--- src/rtl/param_fifo.sv ---
// param_fifo: single-clock synchronous FIFO with level/threshold flags and
// sticky error flags. Two read modes:
//   FWFT=1 : head word is presented combinationally on pop_data whenever the
//            FIFO is non-empty; rd_valid mirrors not_empty.
//   FWFT=0 : pop_data is registered; it loads the head word on an accepted
//            pop and rd_valid pulses for the following cycle only.
// Ports:
//   aclk, areset      clock, synchronous active-high reset
//   push_data, push   write data / write request
//   pop               read request
//   err_clr           clears overflow/underflow
//   pop_data,rd_valid read data and its qualifier
//   not_empty, full, almost_full, almost_empty, level   occupancy status
//   overflow, underflow  sticky error flags
module param_fifo #(
  parameter int DWIDTH    = 32,
  parameter int DEPTH     = 8,
  parameter int AF_THRESH = DEPTH - 1,
  parameter int AE_THRESH = 1,
  parameter int FWFT      = 1
) (
  input  logic                     aclk,
  input  logic                     areset,
  input  logic [DWIDTH-1:0]        push_data,
  input  logic                     push,
  input  logic                     pop,
  input  logic                     err_clr,
  output logic [DWIDTH-1:0]        pop_data,
  output logic                     rd_valid,
  output logic                     not_empty,
  output logic                     full,
  output logic                     almost_full,
  output logic                     almost_empty,
  output logic [$clog2(DEPTH):0]   level,
  output logic                     overflow,
  output logic                     underflow
);

  localparam int AW = $clog2(DEPTH);
  localparam int LW = AW + 1;

  logic [DWIDTH-1:0] mem [DEPTH];
  logic [AW-1:0]     wr_ptr;
  logic [AW-1:0]     rd_ptr;
  logic              push_ok;
  logic              pop_ok;

  // Status flags decode the level register only, so they never form a
  // combinational path from push/pop.
  assign not_empty    = (level != '0);
  assign full         = (level == LW'(DEPTH));
  assign almost_full  = (level >= LW'(AF_THRESH));
  assign almost_empty = (level <= LW'(AE_THRESH));

  // Full blocks push even when a pop happens in the same cycle; empty blocks
  // pop even when a push happens in the same cycle.
  assign push_ok = push & ~full;
  assign pop_ok  = pop & not_empty;

  always_ff @(posedge aclk) begin
    if (areset) begin
      wr_ptr    <= '0;
      rd_ptr    <= '0;
      level     <= '0;
      overflow  <= 1'b0;
      underflow <= 1'b0;
    end else begin
      // DEPTH is a power of two, so pointer wrap is the natural AW-bit rollover.
      if (push_ok) wr_ptr <= wr_ptr + AW'(1);
      if (pop_ok)  rd_ptr <= rd_ptr + AW'(1);
      case ({push_ok, pop_ok})
        2'b10:   level <= level + LW'(1);
        2'b01:   level <= level - LW'(1);
        default: level <= level;
      endcase
      // A new error event wins over a simultaneous clear.
      overflow  <= (push & full)       | (overflow  & ~err_clr);
      underflow <= (pop  & ~not_empty) | (underflow & ~err_clr);
    end
  end

  // Storage is deliberately not reset.
  always_ff @(posedge aclk) begin
    if (!areset && push_ok) mem[wr_ptr] <= push_data;
  end

  generate
    if (FWFT != 0) begin : g_fwft
      // Gated to zero while empty so the output is clean right after reset.
      assign pop_data = not_empty ? mem[rd_ptr] : '0;
      assign rd_valid = not_empty;
    end else begin : g_reg
      always_ff @(posedge aclk) begin
        if (areset) begin
          pop_data <= '0;
          rd_valid <= 1'b0;
        end else begin
          rd_valid <= pop_ok;
          if (pop_ok) pop_data <= mem[rd_ptr];
        end
      end
    end
  endgenerate

endmodule

--- config.mk ---
export PLATFORM = sky130hd
export DESIGN_NAME = param_fifo
export DESIGN_NICKNAME = d
export VERILOG_FILES = /design/src/rtl/param_fifo.sv
export SDC_FILE = /design/constraint.sdc
export NUM_CORES = 1
export LEC_CHECK = 0
export ABC_AREA = 0
export BUFFER_PORTS_ARGS = -buffer_cell sky130_fd_sc_hd__buf_2
export CORE_MARGIN = 3
export CORE_UTILIZATION = 40
export CTS_CLUSTER_SIZE = 28
export DETAILED_ROUTE_END_ITERATION = 6
export GPL_TIMING_DRIVEN = 0
export PLACE_DENSITY_LB_ADDON = 0.25
export SLEW_MARGIN = 20
export SYNTH_ARGS = -nofsm -noshare
export SYNTH_HDL_FRONTEND = slang
export SYNTH_SLANG_ARGS = --single-unit
--- constraint.sdc ---
create_clock -name aclk -period 13.48 [get_ports aclk]
set_input_delay 2.022 -clock aclk [delete_from_list [all_inputs] [get_ports aclk]]
set_output_delay 2.022 -clock aclk [all_outputs]
set_load 0.01 [all_outputs]
# Yosys cells after proc, flatten, opt, wreduce, memory -nomap -nowiden
# Memory sizes are Yosys's and may differ from the RTL's. A register that Yosys moved wholly into a read port is not among the register bits.
# Cells that the tools add are included.
# W data, S select, Z words.
[classes] addsub=4 magnitude_cmp=2 eq_ne=3 mux=6 n_bitwise=11 reduce_logical=4
[op_table] op="$mux W32" count=1
[op_table] op="$pmux W4 S2" count=1
[op_table] op="$add A3 B1 Y3 const B" count=2
[op_table] op="$and A1 B1 Y1" count=6
[op_table] op="$mux W3" count=2
[op_table] op="$add A4 B1 Y4 const B" count=1
[op_table] op="$eq A4 B4 Y1 const B" count=1
[op_table] op="$ge A4 B3 Y1 const B" count=1
[op_table] op="$le A4 B1 Y1 const B" count=1
[op_table] op="$reduce_bool A4 Y1" count=1
[op_table] op="$sub A4 B1 Y4 const B" count=1
[op_table] op="$not A1 Y1" count=3
[op_table] op="$eq A2 B1 Y1 const B" count=1
[op_table] op="$eq A2 B2 Y1 const B" count=1
[op_table] op="$mux W1" count=2
[op_table] op="$or A1 B1 Y1" count=2
[op_table] op="$reduce_bool A2 Y1" count=1
[op_table] op="$logic_and A1 B1 Y1" count=1
[op_table] op="$logic_not A1 Y1" count=1
[word_totals] reg_bits=12 ram_bits=256 inputBits=37 output_inout_bits=43 memories=1
[mem_list] memory="mem" depth=8 word_bits=32 read_ports=1 rd_ports_with_merged_regs=1 wr=1 line="42" text="logic [DWIDTH-1:0] mem [DEPTH];"

# Depth between registers and ports, before layout
[logic_depth] word_depth=6 depth_mapped=8

# Worst setup path after synthesis
# Ideal clock, no wire load.
[synth_timing] kind="input port to flip-flop" from="input areset" to="memory mem[1][0] (enable)" setup_ns=0.501 t_arrival_ns=5.339 t_required_ns=12.979 slack_ns=7.640 path_stages=2 cell_sequence="clkbuf_1 -> nor4_1"
[synth_between] elab_chain_cells=4
[synth_rtl] element="start, declared" line="23" text="input logic areset,"
[synth_rtl] element="$logic_not A1 Y1" line="84" text="if (!areset && push_ok) mem[wr_ptr] <= push_data;"
[synth_rtl] element="$logic_and A1 B1 Y1" line="84"
[synth_rtl] element="$mux W1" line="84"
[synth_rtl] element="$mux W1 (implied by the code)" line="84"
[synth_rtl] element="end, declared" line="42"
# No other way between the ends.

# Worst setup path after layout
[layout_timing] from="register level[0]" to="output pop_data[20]"
[layout_between] elab_chain_cells=2
[layout_rtl] element="start, declared" line="34" text="output logic [$clog2(DEPTH):0] level,"
[layout_rtl] element="start signal, assigned" line="72" text="2'b10: level <= level + LW'(1);"
[layout_rtl] element="start signal, assigned" line="73" text="2'b01: level <= level - LW'(1);"
[layout_rtl] element="start signal, assigned" line="74" text="default: level <= level;"
[layout_rtl] element="$reduce_bool A4 Y1" line="50" text="assign not_empty = (level != '0);"
[layout_rtl] element="$mux W32" line="90" text="assign pop_data = not_empty ? mem[rd_ptr] : '0;"
[layout_rtl] element="end, declared" line="28" text="output logic [DWIDTH-1:0] pop_data,"
# No other way between the ends.

==> results.tsv <==
stage	metric	value	unit
run_status	status	finished clean	
timing	hold_violations	0	
floorplanning	placementRows	58	
synth	synth_edf_count	256	
hold_path	hold_depth	2	
worst_setup_path	ff2ff_setup_slack	10390	ps
clock_network	cts_sinks	271	
worst_setup_path	regToRegEndpoint	mem[0][16]	
final_layout	areaGrowthSynthToFinish	19.5	%
power_and_ir_drop	seqPwrFrac	44.4	%
timing	timing.hold.ws	528	ps
timing	post-route-min-period	4990	ps
grt	grt_pass1_wl	32.2	mm
timing	slew_headroom	44.0	%
detailed_routing	dr.pass1.iters	4	
clock_network	cts_tree	yes	
synth	synthesis.nets	508	
floorplanning	die_w	167	um
synth	ys_ff_latch	271	
synth	synth_top_flop_cell	edfxtp_1	
worst_setup_path	crit_fanout	10	
synth	ys_async_sr_fraction	0	%
timing	setup_viol	0	
clock_network	clk_pin_slew	60	ps
worst_setup_path	reg2reg_from	level[0]	
detailed_routing	postRouteAntennaNets	0	
detailed_routing	drc_errors	0	
timing	rsz0062_at_grt	no	
power_and_ir_drop	swShare	26.1	%
worst_setup_path	critPathKind	flop to primary output	
detailed_routing	wl	21.0	mm
hold_path	min_to	rd_ptr[1]	
final_layout	nNetsFinal	638	
floorplanning	dieArea	27800	um2
detailed_routing	avgRoutedWirePerCell	22.2	um
timing	fmax	200	MHz
worst_setup_path	reg2reg_depth	9	
timing	finalSetupTns	0	ps
timing	worst_slack	8490	ps
clock_network	clock_latency	530	ps
grt	overflow	0	
clock_network	post-cts-setup-buffer-count	0	
grt	grt_max_degree	18	
worst_setup_path	cp-start-kind	flop	
hold_path	min-delay-start	rd_ptr[1]	
worst_setup_path	critPathCaptureType	primary output	
floorplanning	die_y	167	um
power_and_ir_drop	comb_power_share	22.0	%
timing	worst_slew_pin_slew	833	ps
power_and_ir_drop	finalPower	0.00215	W
power_and_ir_drop	pwr_density_cell	174	nW/um2
clock_network	clockBufferDepth	3	
power_and_ir_drop	ir_drop	0.128	mV
floorplanning	initial_core_util	40.9	%
clock_network	cts_max_level	1	
detailed_routing	viasPerCell	5.33	
place	dp_slack	9040	ps
synth	yosysUniqueCellTypes	40	
clock_network	numCtsBuffers	27	
timing	fin_skew	15.6	ps
synth	synth_cells	465	
power_and_ir_drop	intPower	0.00159	W
power_and_ir_drop	switching_power	0.000562	W
floorplanning	pin_count	80	
clock_network	cts_resized	0	
detailed_routing	drt_iter0_drc	273	
synth	synth-warning-count	0	
flow_run	maxCapViolCount	0	
final_layout	mostFrequentLayoutCells	256 x edfxtp_1, 88 x buf_2, 64 x mux4_2	
place	dpl_cell_area	11500	um2
grt	grt_pass1_vias	5367	
power_and_ir_drop	p_clk_share	33.6	%
synth	syn-cell-area	10400	um2
worst_setup_path	cp.required	11460	ps
hold_path	hp-class	flop to flop	
clock_network	cts-root-buf	clkbuf_16	
place	gp_congestion	0.741	
worst_setup_path	cp.arrival	2970	ps
timing	period_share	37.0	%
synth	syn_avg_cell_area	22.3	um2
place	place_hpwl	13.7	mm
grt	grtUsageTotal	15.1	%
place	io_buffers	78	
grt	antenna_found_initial	3	
detailed_routing	dr_total_vias	5042	
timing	maxSlewViolCount	0	
final_layout	layout-drive-gt1-share	37.2	%
final_layout	final_common_cell	edfxtp_1	
final_layout	final_cell_area	12400	um2
clock_network	cts_hold_buf	0	
power_and_ir_drop	leakage	4.15	nW
floorplanning	fp.coreArea	25300	um2
synth	seq_area_frac_synth	77.2	%
-- per-stage QoR --
step / instances / utilization [%]
6_report: 946 / 48.9
5_1_grt: 946 / 48.9
4_1_cts: 945 / 48.8
3_5_place_dp: 896 / 45.5
3_3_place_gp: 873 / 44.0
2_1_floorplan: 465 / -
-- flip-flops by register name, summed over array words and instances (netlist names), named ones only --
| signal | flops |
|---|---|
| mem | 256 |
| overflow | 1 |
| rd_ptr | 3 |
| underflow | 1 |
| wr_ptr | 3 |
| level | 4 |
-- synth_stat cells, types with 2 or more instances --
library cell / count / area share (%)
or3_1: 2 / 0.12
inv_1: 5 / 0.18
a21oi_1: 9 / 0.44
buf_6: 2 / 0.22
clkbuf_1: 6 / 0.22
nand2_1: 2 / 0.073
nand3_1: 3 / 0.15
buf_8: 3 / 0.44
o21ai_0: 5 / 0.24
buf_2: 4 / 0.19
nor3_1: 2 / 0.097
nor2b_1: 3 / 0.18
mux4_2: 64 / 14
nor2_1: 14 / 0.51
a22o_1: 32 / 2.7
nand3b_1: 2 / 0.15
ha_1: 6 / 0.73
buf_1: 5 / 0.18
buf_4: 4 / 0.29
edfxtp_1: 256 / 74
dfxtp_1: 15 / 2.9
xor2_1: 2 / 0.17
inv_2: 2 / 0.073
-- cell type report --
| class | count | area, um2 |
|---|---|---|
| repair buffers | 101 | 694 |
| multi-input cells | 163 | 2230 |
| fillers | 2021 | 13000 |
| diodes | 1 | 2.50 |
| well taps | 330 | 413 |
| clock buffers | 36 | 719 |
| plain buffers | 24 | 159 |
| inverters | 7 | 26.3 |
| clock inverters | 13 | 138 |
| flip-flops and latches | 271 | 7990 |
-- cells by family after synthesis --
group                    synth area share, %
buffers and inverters                   1.79
XOR/XNOR                               0.169
multiplexers                            14.1
adder cells (fa/ha/maj)                0.725
AO/OA/AOI/OAI                           3.86
flip-flops                              77.2
AND/OR/NAND/NOR                         2.16
-- power groups by stage --
stage	clock [W]	sequential, W	combinational, W
after floorplan	0	0.000974	0.000309
after CTS	0.000739	0.000956	0.000488
after global routing	0.000773	0.000958	0.000519
final	0.000723	0.000957	0.000475
after detailed placement	0	0.000974	0.000486
after global placement	0	0.000973	0.000476
-- per-layer routing --
layer	global-route usage, %	vias up	part of all wire [%]
li1	-	2233	-
met1	21.2	2646	44
met2	25.0	125	50
met3	2.47	34	4.4
met4	3.48	4	1.6
met5	0	-	0.10
-- worst max-delay path: stages, from the launching register on --
cell and delay [ps]:
dfxtp_1 460, inv_1 90, ha_1 250, nor3b_4 190, nor2_1 430, clkbuf_1 630
a22o_1 260, buf_2 140
-- how the worst max path moves through the flow --
| stage | start | endpoint | slack (ps) | depth (start not counted) |
|---|---|---|---|---|
| 6_report | level[0] | pop_data[20] | 8490 | 7 |
| 5_1_grt | level[0] | pop_data[20] | 8310 | 7 |
| 4_1_cts | level[0] | pop_data[20] | 8460 | 7 |
| 3_5_place_dp | level[0] | pop_data[20] | 9040 | 7 |
| 3_3_place_gp | push | mem[1][18] | 4200 | 3 |
| 2_1_floorplan | areset | mem[1][0] | 7640 | 2 |
Note: power is estimated with default switching activity, not from simulation.
